<file path="src/rtl/shift_unit_arbiter_if.sv">
// Request/result bundle for the shared shift unit.
// Two requester ports plus one result port.
interface shift_unit_arbiter_if;
  logic        a_valid;
  logic        a_ready;
  logic [31:0] a_data;
  logic [4:0]  a_shamt;
  logic [1:0]  a_op;
  logic        b_valid;
  logic        b_ready;
  logic [31:0] b_data;
  logic [4:0]  b_shamt;
  logic [1:0]  b_op;
  logic        res_valid;
  logic        res_ready;
  logic [31:0] res_data;
  logic        res_id;

  modport master (
    output a_valid, a_data, a_shamt, a_op,
    output b_valid, b_data, b_shamt, b_op,
    output res_ready,
    input  a_ready, b_ready,
    input  res_valid, res_data, res_id
  );

  modport slave (
    input  a_valid, a_data, a_shamt, a_op,
    input  b_valid, b_data, b_shamt, b_op,
    input  res_ready,
    output a_ready, b_ready,
    output res_valid, res_data, res_id
  );
endinterface

</file>
<file path="src/rtl/shift_unit_arbiter.sv">
// Round-robin arbiter sharing one 32-bit shifter
// between two requesters, with a one-entry result register.
module shift_unit_arbiter (
  input logic             clk,
  input logic             rst_n,
  shift_unit_arbiter_if.slave bus
);
  typedef enum logic {EMPTY, FULL} state_t;

  state_t      state;
  state_t      state_nxt;
  logic        prio;
  logic        can_accept;
  logic        grant_a;
  logic        grant_b;
  logic        accept;
  logic [31:0] sel_data;
  logic [4:0]  sel_shamt;
  logic [1:0]  sel_op;
  logic [31:0] shifted;
  logic [31:0] res_data;
  logic        res_id;

  // Log shifter: stages of 16/8/4/2/1
  function automatic logic [31:0] shift32(
    input logic [31:0] d,
    input logic [4:0]  s,
    input logic [1:0]  op
  );
    logic [31:0] v;
    v = d;
    for (int k = 4; k >= 0; k--) begin
      if (s[k]) begin
        unique case (op)
          2'b00: v = v << (1 << k);
          2'b01: v = v >> (1 << k);
          2'b10: v = $signed(v) >>> (1 << k);
          2'b11: v = (v >> (1 << k))
                   | (v << (32 - (1 << k)));
        endcase
      end
    end
    return v;
  endfunction

  // Grant selection and operand mux
  always_comb begin
    can_accept = (state == EMPTY) || bus.res_ready;
    grant_a = rst_n && can_accept && bus.a_valid
            && (!bus.b_valid || !prio);
    grant_b = rst_n && can_accept && bus.b_valid
            && (!bus.a_valid || prio);
    accept = grant_a || grant_b;
    sel_data  = grant_b ? bus.b_data  : bus.a_data;
    sel_shamt = grant_b ? bus.b_shamt : bus.a_shamt;
    sel_op    = grant_b ? bus.b_op    : bus.a_op;
    shifted   = shift32(sel_data, sel_shamt, sel_op);
  end

  // Next-state for the result register occupancy
  always_comb begin
    state_nxt = state;
    unique case (state)
      EMPTY: if (accept) state_nxt = FULL;
      FULL: begin
        if (bus.res_ready && !accept)
          state_nxt = EMPTY;
      end
      default: state_nxt = EMPTY;
    endcase
  end

  // Occupancy state register
  always_ff @(posedge clk or negedge rst_n) begin
    if (!rst_n) state <= EMPTY;
    else        state <= state_nxt;
  end

  // Result payload and round-robin pointer
  always_ff @(posedge clk or negedge rst_n) begin
    if (!rst_n) begin
      res_data <= '0;
      res_id   <= 1'b0;
      prio     <= 1'b0;
    end else if (accept) begin
      res_data <= shifted;
      res_id   <= grant_b;
      prio     <= !grant_b;
    end
  end

  assign bus.a_ready   = grant_a;
  assign bus.b_ready   = grant_b;
  assign bus.res_valid = (state == FULL);
  assign bus.res_data  = res_data;
  assign bus.res_id    = res_id;
endmodule

</file>
<file path="src/flat_wrapper.sv">
// flat-port wrapper written by rule: the top's interface ports become plain ports
module shift_unit_arbiter_flat 
  (clk, rst_n, bus_a_valid, bus_a_data, bus_a_shamt, bus_a_op, bus_b_valid, bus_b_data, bus_b_shamt, bus_b_op, bus_res_ready, bus_a_ready, bus_b_ready, bus_res_valid, bus_res_data, bus_res_id);
  shift_unit_arbiter_if bus_i ();
  input logic clk;
  input logic rst_n;
  input wire logic [$bits(bus_i.a_valid)-1:0] bus_a_valid;
  input wire logic [$bits(bus_i.a_data)-1:0] bus_a_data;
  input wire logic [$bits(bus_i.a_shamt)-1:0] bus_a_shamt;
  input wire logic [$bits(bus_i.a_op)-1:0] bus_a_op;
  input wire logic [$bits(bus_i.b_valid)-1:0] bus_b_valid;
  input wire logic [$bits(bus_i.b_data)-1:0] bus_b_data;
  input wire logic [$bits(bus_i.b_shamt)-1:0] bus_b_shamt;
  input wire logic [$bits(bus_i.b_op)-1:0] bus_b_op;
  input wire logic [$bits(bus_i.res_ready)-1:0] bus_res_ready;
  output wire logic [$bits(bus_i.a_ready)-1:0] bus_a_ready;
  output wire logic [$bits(bus_i.b_ready)-1:0] bus_b_ready;
  output wire logic [$bits(bus_i.res_valid)-1:0] bus_res_valid;
  output wire logic [$bits(bus_i.res_data)-1:0] bus_res_data;
  output wire logic [$bits(bus_i.res_id)-1:0] bus_res_id;
  assign bus_i.a_valid = bus_a_valid;
  assign bus_i.a_data = bus_a_data;
  assign bus_i.a_shamt = bus_a_shamt;
  assign bus_i.a_op = bus_a_op;
  assign bus_i.b_valid = bus_b_valid;
  assign bus_i.b_data = bus_b_data;
  assign bus_i.b_shamt = bus_b_shamt;
  assign bus_i.b_op = bus_b_op;
  assign bus_i.res_ready = bus_res_ready;
  assign bus_a_ready = bus_i.a_ready;
  assign bus_b_ready = bus_i.b_ready;
  assign bus_res_valid = bus_i.res_valid;
  assign bus_res_data = bus_i.res_data;
  assign bus_res_id = bus_i.res_id;
  shift_unit_arbiter u_core (.clk(clk), .rst_n(rst_n), .bus(bus_i));
endmodule
</file>
<file path="config.mk">
export PLATFORM = sky130hd
export DESIGN_NAME = shift_unit_arbiter_flat
export DESIGN_NICKNAME = d
export VERILOG_FILES = /design/src/rtl/shift_unit_arbiter_if.sv /design/src/rtl/shift_unit_arbiter.sv /design/src/flat_wrapper.sv
export SDC_FILE = /design/constraint.sdc
export NUM_CORES = 1
export LEC_CHECK = 0
export ABC_AREA = 1
export ABC_CLOCK_PERIOD_IN_PS = 3300
export BUFFER_PORTS_ARGS = -buffer_cell sky130_fd_sc_hd__buf_2
export CORE_ASPECT_RATIO = 0.75
export CORE_UTILIZATION = 35
export CTS_CLUSTER_DIAMETER = 50
export DETAILED_ROUTE_END_ITERATION = 8
export HOLD_SLACK_MARGIN = 0.05
export PLACE_DENSITY = 0.63
export SETUP_SLACK_MARGIN = 0.4
export SLEW_MARGIN = 0
export SYNTH_ARGS = -nofsm -noshare
export SYNTH_HDL_FRONTEND = slang
export SYNTH_SLANG_ARGS = --single-unit
export TNS_END_PERCENT = 20
</file>
<file path="constraint.sdc">
create_clock -name clk -period 3.3 [get_ports clk]
set_clock_uncertainty 0.05 [all_clocks]
set_input_delay 0.495 -clock clk [delete_from_list [all_inputs] [get_ports clk]]
set_output_delay 0.495 -clock clk [all_outputs]
set_load 0.02 [all_outputs]
</file>
After elaboration in Yosys (flattened, before gate mapping)

Cells that the tools add are included.

Bits in registers: 35
Input bits: 83
Output and inout bits: 36
Word-level logic and storage cells: 45

Equality and inequality tests: 3
Muxes and demuxes: 16
Bitwise operators: 6
Reductions and logical operators: 16

Operators with widths:

| cell               | number |
|---|---|
| $pmux 32 s4        | 5 |
| $mux 32            | 6 |
| $or 16x32->32      | 1 |
| $or 24x32->32      | 1 |
| $or 28x32->32      | 1 |
| $or 30x32->32      | 1 |
| $or 31x32->32      | 1 |
| $logic_and 1x1->1  | 6 |
| $logic_not 1->1    | 5 |
| $mux 5             | 1 |
| $eq 2x2->1 const B | 2 |
| $logic_or 1x1->1   | 4 |
| $eq 2x1->1 const B | 1 |
| $logic_not 2->1    | 1 |
| $mux 1             | 2 |
| $mux 2             | 1 |
| $pmux 1 s2         | 1 |
| $not 1->1          | 1 |

Logic depth before layout (Yosys ltp)

Depth in word-level cells: 21
Mapped depth: 24
Mapped depth without buffers: 22

Worst setup path after synthesis

OpenSTA, ideal clock, no wires.

Path type: input port to flip-flop
From: input port bus_res_ready
To: register u_core.res_data[25], in the netlist u_core.bus.res_data[25]
Data arrival time: 2.312 ns
Data required time: 3.137 ns
Path slack: 0.825 ns
Stages: 22
Buffers on the path: 2
Path through: inv_1 -> a21boi_4 -> nand2_4 -> buf_6 -> nand2_4 -> nand2_4 -> nand2_2 -> nand2_4 -> buf_6 -> nand2_1 -> nand2_2 -> nand3_1 -> nand2_1 -> nand2_1 -> nand2_1 -> nand3_2 -> nand2_1 -> nand3_1 -> nand2_1 -> nand3b_1 -> nand2_1 -> inv_1

Longest elaborated chain between the ends: 20

RTL lines:

| item                                     | RTL line                                           | text |
|---|---|---|
| start: declaration                       | flat_wrapper.sv:15                                 | `input wire logic [$bits(bus_i.res_ready)-1:0] bus_res_ready;` |
| $logic_or 1x1->1 (*)                     | shift_unit_arbiter.sv:48                           | `can_accept = (state == EMPTY) \|\| bus.res_ready;` |
| $logic_and 1x1->1 (*)                    | shift_unit_arbiter.sv:49, shift_unit_arbiter.sv:51 |  |
| $logic_and 1x1->1                        | shift_unit_arbiter.sv:51                           | `grant_b = rst_n && can_accept && bus.b_valid` |
| $logic_and 1x1->1                        | shift_unit_arbiter.sv:52                           | `&& (!bus.a_valid \|\| prio);` |
| $mux 2 / $mux 32 (equally long branches) | shift_unit_arbiter.sv:56, shift_unit_arbiter.sv:54 |  |
| $eq 2x2->1, or another cell as far along | shift_unit_arbiter.sv:34                           | `unique case (op)` |
| $pmux 32 s4                              | shift_unit_arbiter.sv:34                           |  |
| $mux 32                                  | shift_unit_arbiter.sv:33                           | `if (s[k]) begin` |
| [4 not listed]                           | -                                                  |  |
| $pmux 32 s4                              | shift_unit_arbiter.sv:34                           |  |
| $mux 32                                  | shift_unit_arbiter.sv:33                           |  |
| $or 30x32->32                            | shift_unit_arbiter.sv:39                           | `\| (v << (32 - (1 << k)));` |
| $pmux 32 s4                              | shift_unit_arbiter.sv:34                           |  |
| $mux 32                                  | shift_unit_arbiter.sv:33                           |  |
| $or 31x32->32                            | shift_unit_arbiter.sv:39                           |  |
| $pmux 32 s4                              | shift_unit_arbiter.sv:34                           |  |
| $mux 32                                  | shift_unit_arbiter.sv:33                           |  |
| end signal: assignment                   | shift_unit_arbiter.sv:86                           | `res_data <= shifted;` |
| end: declaration                         | shift_unit_arbiter.sv:21                           | `logic [31:0] res_data;` |

Every way passes the cells marked *; elsewhere a longest branch is shown, timed or not.
A chain may end at the register's enable or synchronous reset.

Final worst setup path

From: input port rst_n
To: register u_core.res_data[28], in the netlist u_core.bus.res_data[28]

Longest elaborated chain between the ends: 19

RTL lines:

| item                                     | RTL line                                           | text |
|---|---|---|
| start: declaration                       | flat_wrapper.sv:6                                  | `input logic rst_n;` |
| $logic_and 1x1->1 (*)                    | shift_unit_arbiter.sv:49, shift_unit_arbiter.sv:51 |  |
| $logic_and 1x1->1                        | shift_unit_arbiter.sv:51                           |  |
| $logic_and 1x1->1                        | shift_unit_arbiter.sv:52                           |  |
| $mux 2 / $mux 32 (equally long branches) | shift_unit_arbiter.sv:56, shift_unit_arbiter.sv:54 |  |
| $eq 2x2->1, or another cell as far along | shift_unit_arbiter.sv:34                           |  |
| $pmux 32 s4                              | shift_unit_arbiter.sv:34                           |  |
| $mux 32                                  | shift_unit_arbiter.sv:33                           |  |
| $or 24x32->32                            | shift_unit_arbiter.sv:39                           |  |
| [3 not listed]                           | -                                                  |  |
| $pmux 32 s4                              | shift_unit_arbiter.sv:34                           |  |
| $mux 32                                  | shift_unit_arbiter.sv:33                           |  |
| $or 30x32->32                            | shift_unit_arbiter.sv:39                           |  |
| $pmux 32 s4                              | shift_unit_arbiter.sv:34                           |  |
| $mux 32                                  | shift_unit_arbiter.sv:33                           |  |
| $or 31x32->32                            | shift_unit_arbiter.sv:39                           |  |
| $pmux 32 s4                              | shift_unit_arbiter.sv:34                           |  |
| $mux 32                                  | shift_unit_arbiter.sv:33                           |  |

Marked as above.

==> flow_summary_export.csv <==
group,metric,value,unit
pwr,p_total,3410,µW
pwr,peakVddDrop,303,µV
finish,synthToLayoutAreaGrowth,24.3,%
logic_synthesis,syn_avg_cell_area,5.57,µm²
detailed_routing,drt-total-wl,19.3,mm
setup_path,crit_path_start_kind,"primary input",
setup_path,crit_path_end,"u_core.bus.res_data[28]$_DFFE_PN0P_",
logic_synthesis,syn-num-nets,1040,
grt,use_met1,35.2,%
pwr,p_leak,0.00339,µW
timing,hold_slack,0.299,ns
logic_synthesis,synthArstFlopShare,100,%
min_path,min_path_type,"in -> async",
setup_path,crit_chain,"clkbuf_4 > a21boi_4 > buf_4 > nand3b_1 > nand2_1 > inv_2 > nand2_2 > buf_4 > o21ai_1 > nand2_1 > nand2_1 > a21oi_1 > nand3_1 > nand2_1 > nand2_1 > nand4_1 > nand3_1 > nand2_1 > inv_1",
die,fp-row-count,38,
cts,htreeDepth,2,
cts,clkSlewWorstSetupHoldPaths,0.06,ns
setup_path,cpMaxStageDelayCell,"a21boi_4",
status,status,"complete, no violations",
detailed_routing,wl_per_cell,15.0,µm
timing,rsz0062_at_grt,"true",
detailed_routing,vias_per_cell,5.39,
logic_synthesis,synth_flop_cell,"dfrtp_1",
cts,cts_max_path_buffers,2,
timing,finalHoldViolations,0,
finish,multiInputGateArea,0.00403,mm²
die,start_util,36.3,%
setup_path,critPathKind,"in -> reg",
timing,min_period,2.78,ns
cts,root_buffer,"clkbuf_16",
placement,port_buffers,118,
finish,stdcell_count,1289,
placement,dp_hpwl,15.1,mm
die,die_area,0.0157,mm²
detailed_routing,vias,6953,
logic_synthesis,synth_seq_area_share,16.4,%
cts,cts_hold_buffers,0,
finish,drive_above_1_share,26.3,%
setup_path,critPathMostFrequentCell,"nand2_1",
logic_synthesis,yosysWarnings,0,
grt,grt_max_degree,53,
setup_path,cp.arrival,2.91,ns
timing,slew_headroom,68.6,%
grt,grtUsageMet2,37.6,%
logic_synthesis,synth-seq-cells,35,
timing,finalSetupViolCount,0,
logic_synthesis,synth-edff-count,0,
detailed_routing,drt_drc_violations_left,0,
detailed_routing,drtIter0Drc,768,
setup_path,cp-startpoint,"rst_n",
setup_path,worst_path_largest_cell_delay,0.27,ns
die,core_area,0.0147,mm²
timing,period_share,84.4,%
placement,preCtsSetupSlack,0.107,ns
setup_path,r2r_end,"u_core.bus.res_data[28]$_DFFE_PN0P_",
timing,worst_slew_pin_slew,0.471,ns
detailed_routing,firstDrtPassIters,5,
finish,fill_cells,1615,
setup_path,endpoint_kind,"flip-flop",
detailed_routing,antenna_left,0,
logic_synthesis,synth_area,0.00533,mm²
job,maxCapViolations,0,
timing,setup_slack,0.516,ns
setup_path,required,3.42,ns
pwr,powerDensity,514,mW/mm²
logic_synthesis,postSynthCellCount,957,
grt,gr-max-usage-layer,"met2",
timing,clock.fmax,359,MHz
grt,gr-total-overflow,0,
cts,tritoncts,"done",
setup_path,r2r_cells,18,
setup_path,worstPathMaxFanout,6,
setup_path,r2r-start,"u_core.bus.res_valid$_DFF_PN0_",
finish,antennaDiodeCount,0,
timing,report.final.slew_viol_count,0,
grt,grt_pass1_wl,30.7,mm
cts,clock_latency,0.28,ns
finish,nNetsFinal,1172,
cts,cts_made_buffers,5,
timing,tns,0,ns
grt,grt_use_met3,5.80,%
placement,gp_congestion,0.975,
placement,dp.cells,1269,
setup_path,r2r_setup_slack,0.52,ns
finish,final-seq-area,876,µm²
logic_synthesis,synth_cell_types,43,
die,io_pins,119,
grt,grt_pass1_vias,6204,
cts,cts.sinks,35,
grt,grt.total_usage,24.7,%
grt,grt_antenna_before_repair,0,
die,die_w,145,µm
die,die_h,109,µm
-- cell type report --
class	instances	area share, %
clock inverter	1	0.0755
multi-input combinational	818	60.7
timing repair buffer	178	17.1
inverter	51	3.00
tap	200	3.78
sequential	35	13.2
clock buffer	6	2.10
-- how the worst min path moves through the flow --
stage | from | endpoint | slack (ns) | cells after the start
6_report | rst_n | u_core.bus.res_data[23]$_DFFE_PN0P_ | 0.30 | 2
5_1_grt | rst_n | u_core.bus.res_data[23]$_DFFE_PN0P_ | 0.34 | 2
4_1_cts | rst_n | u_core.bus.res_data[23]$_DFFE_PN0P_ | 0.35 | 2
3_5_place_dp | u_core.bus.res_id$_DFFE_PN0P_ | u_core.bus.res_id$_DFFE_PN0P_ | 0.41 | 2
3_3_place_gp | u_core.bus.res_data[8]$_DFFE_PN0P_ | u_core.bus.res_data[8]$_DFFE_PN0P_ | 0.41 | 2
2_1_floorplan | rst_n | u_core.bus.res_data[0]$_DFFE_PN0P_ | 0.15 | 0
-- power breakdown --
group          internal [µW]  leakage, µW  switching (µW)
clock                    295    0.0000727             180
combinational            769      0.00292            1460
sequential               605     0.000394            93.8
total                   1670      0.00339            1740
-- flip-flops by register name, summed over array words and instances, names as in the netlist --
signal	count
u_core.bus.res_data	32
u_core.bus.res_id	1
u_core.bus.res_valid	1
u_core.prio	1
-- cells in the final DEF (no fill, tap or decap), types with 2 or more instances in the layout --
cell type / instances
or2_0: 3
nand2_4: 6
dfrtp_1: 35
o21ai_1: 21
inv_2: 7
nor3_1: 3
buf_2: 117
clkbuf_16: 5
nor2_1: 70
nand3_2: 10
nand4_1: 64
o21ai_4: 2
a31oi_1: 10
inv_1: 42
a21oi_2: 5
nor2_4: 3
a21oi_4: 3
nand3b_1: 12
or2_2: 17
nand3_1: 104
nand2_1: 391
o211ai_2: 2
buf_4: 52
a21oi_1: 22
nand2_2: 24
o21ai_2: 5
o21ai_0: 21
buf_12: 7
nor2_2: 7
-- worst max-delay path: cells and delay by family --
kind	cells	cell delay [ns]
buffers and inverters	5	0.61
AOI/OAI and AO/OA	3	0.57
and+or+nand+nor	11	1.23
-- logic make-up after synthesis --
logic type	share of synthesized area, %
AND/OR/NAND/NOR	61.5
flip-flops	16.4
AO/OA/AOI/OAI	11.8
buffers and inverters	10.3
-- timing repair --
item                       in CTS  in global routing
gates cloned                    0                  2
resized for setup               2                 29
buffers inserted                0                 11
pin swaps                       0                 10
setup endpoints to repair       7                 32
-- through the flow --
stage,utilization (%),cell area (µm²)
floorplan,-,5330
global placement,42.7,6280
detailed placement,42.7,6280
CTS,43.8,6430
global route,45.1,6630
finish,45.1,6630
-- layer usage --
metal  vias to the layer above  share of wire [%]
met5                         -                  0
met4                         0                1.0
met3                        23                 11
met2                       370                 42
met1                      3123                 46
li1                       3437                  -
-- synth_stat cells (all sizes together) (2+ instances only) --
library cell  instances  share of area [%]
nand2               421                 31
nand3               115                 12
nor2                 80                6.3
nand4                64                7.5
inv                  51                3.7
o21ai                49                5.2
buf                  42                5.7
dfrtp                35                 16
a21oi                30                3.3
or2                  21                2.5
clkbuf               13               0.92
nand3b               12                1.7
a31oi                10                1.2
nor3                  4               0.38
o211ai                3               0.70
o21a                  2               0.42
Note: power is estimated with default switching activity, not from simulation.
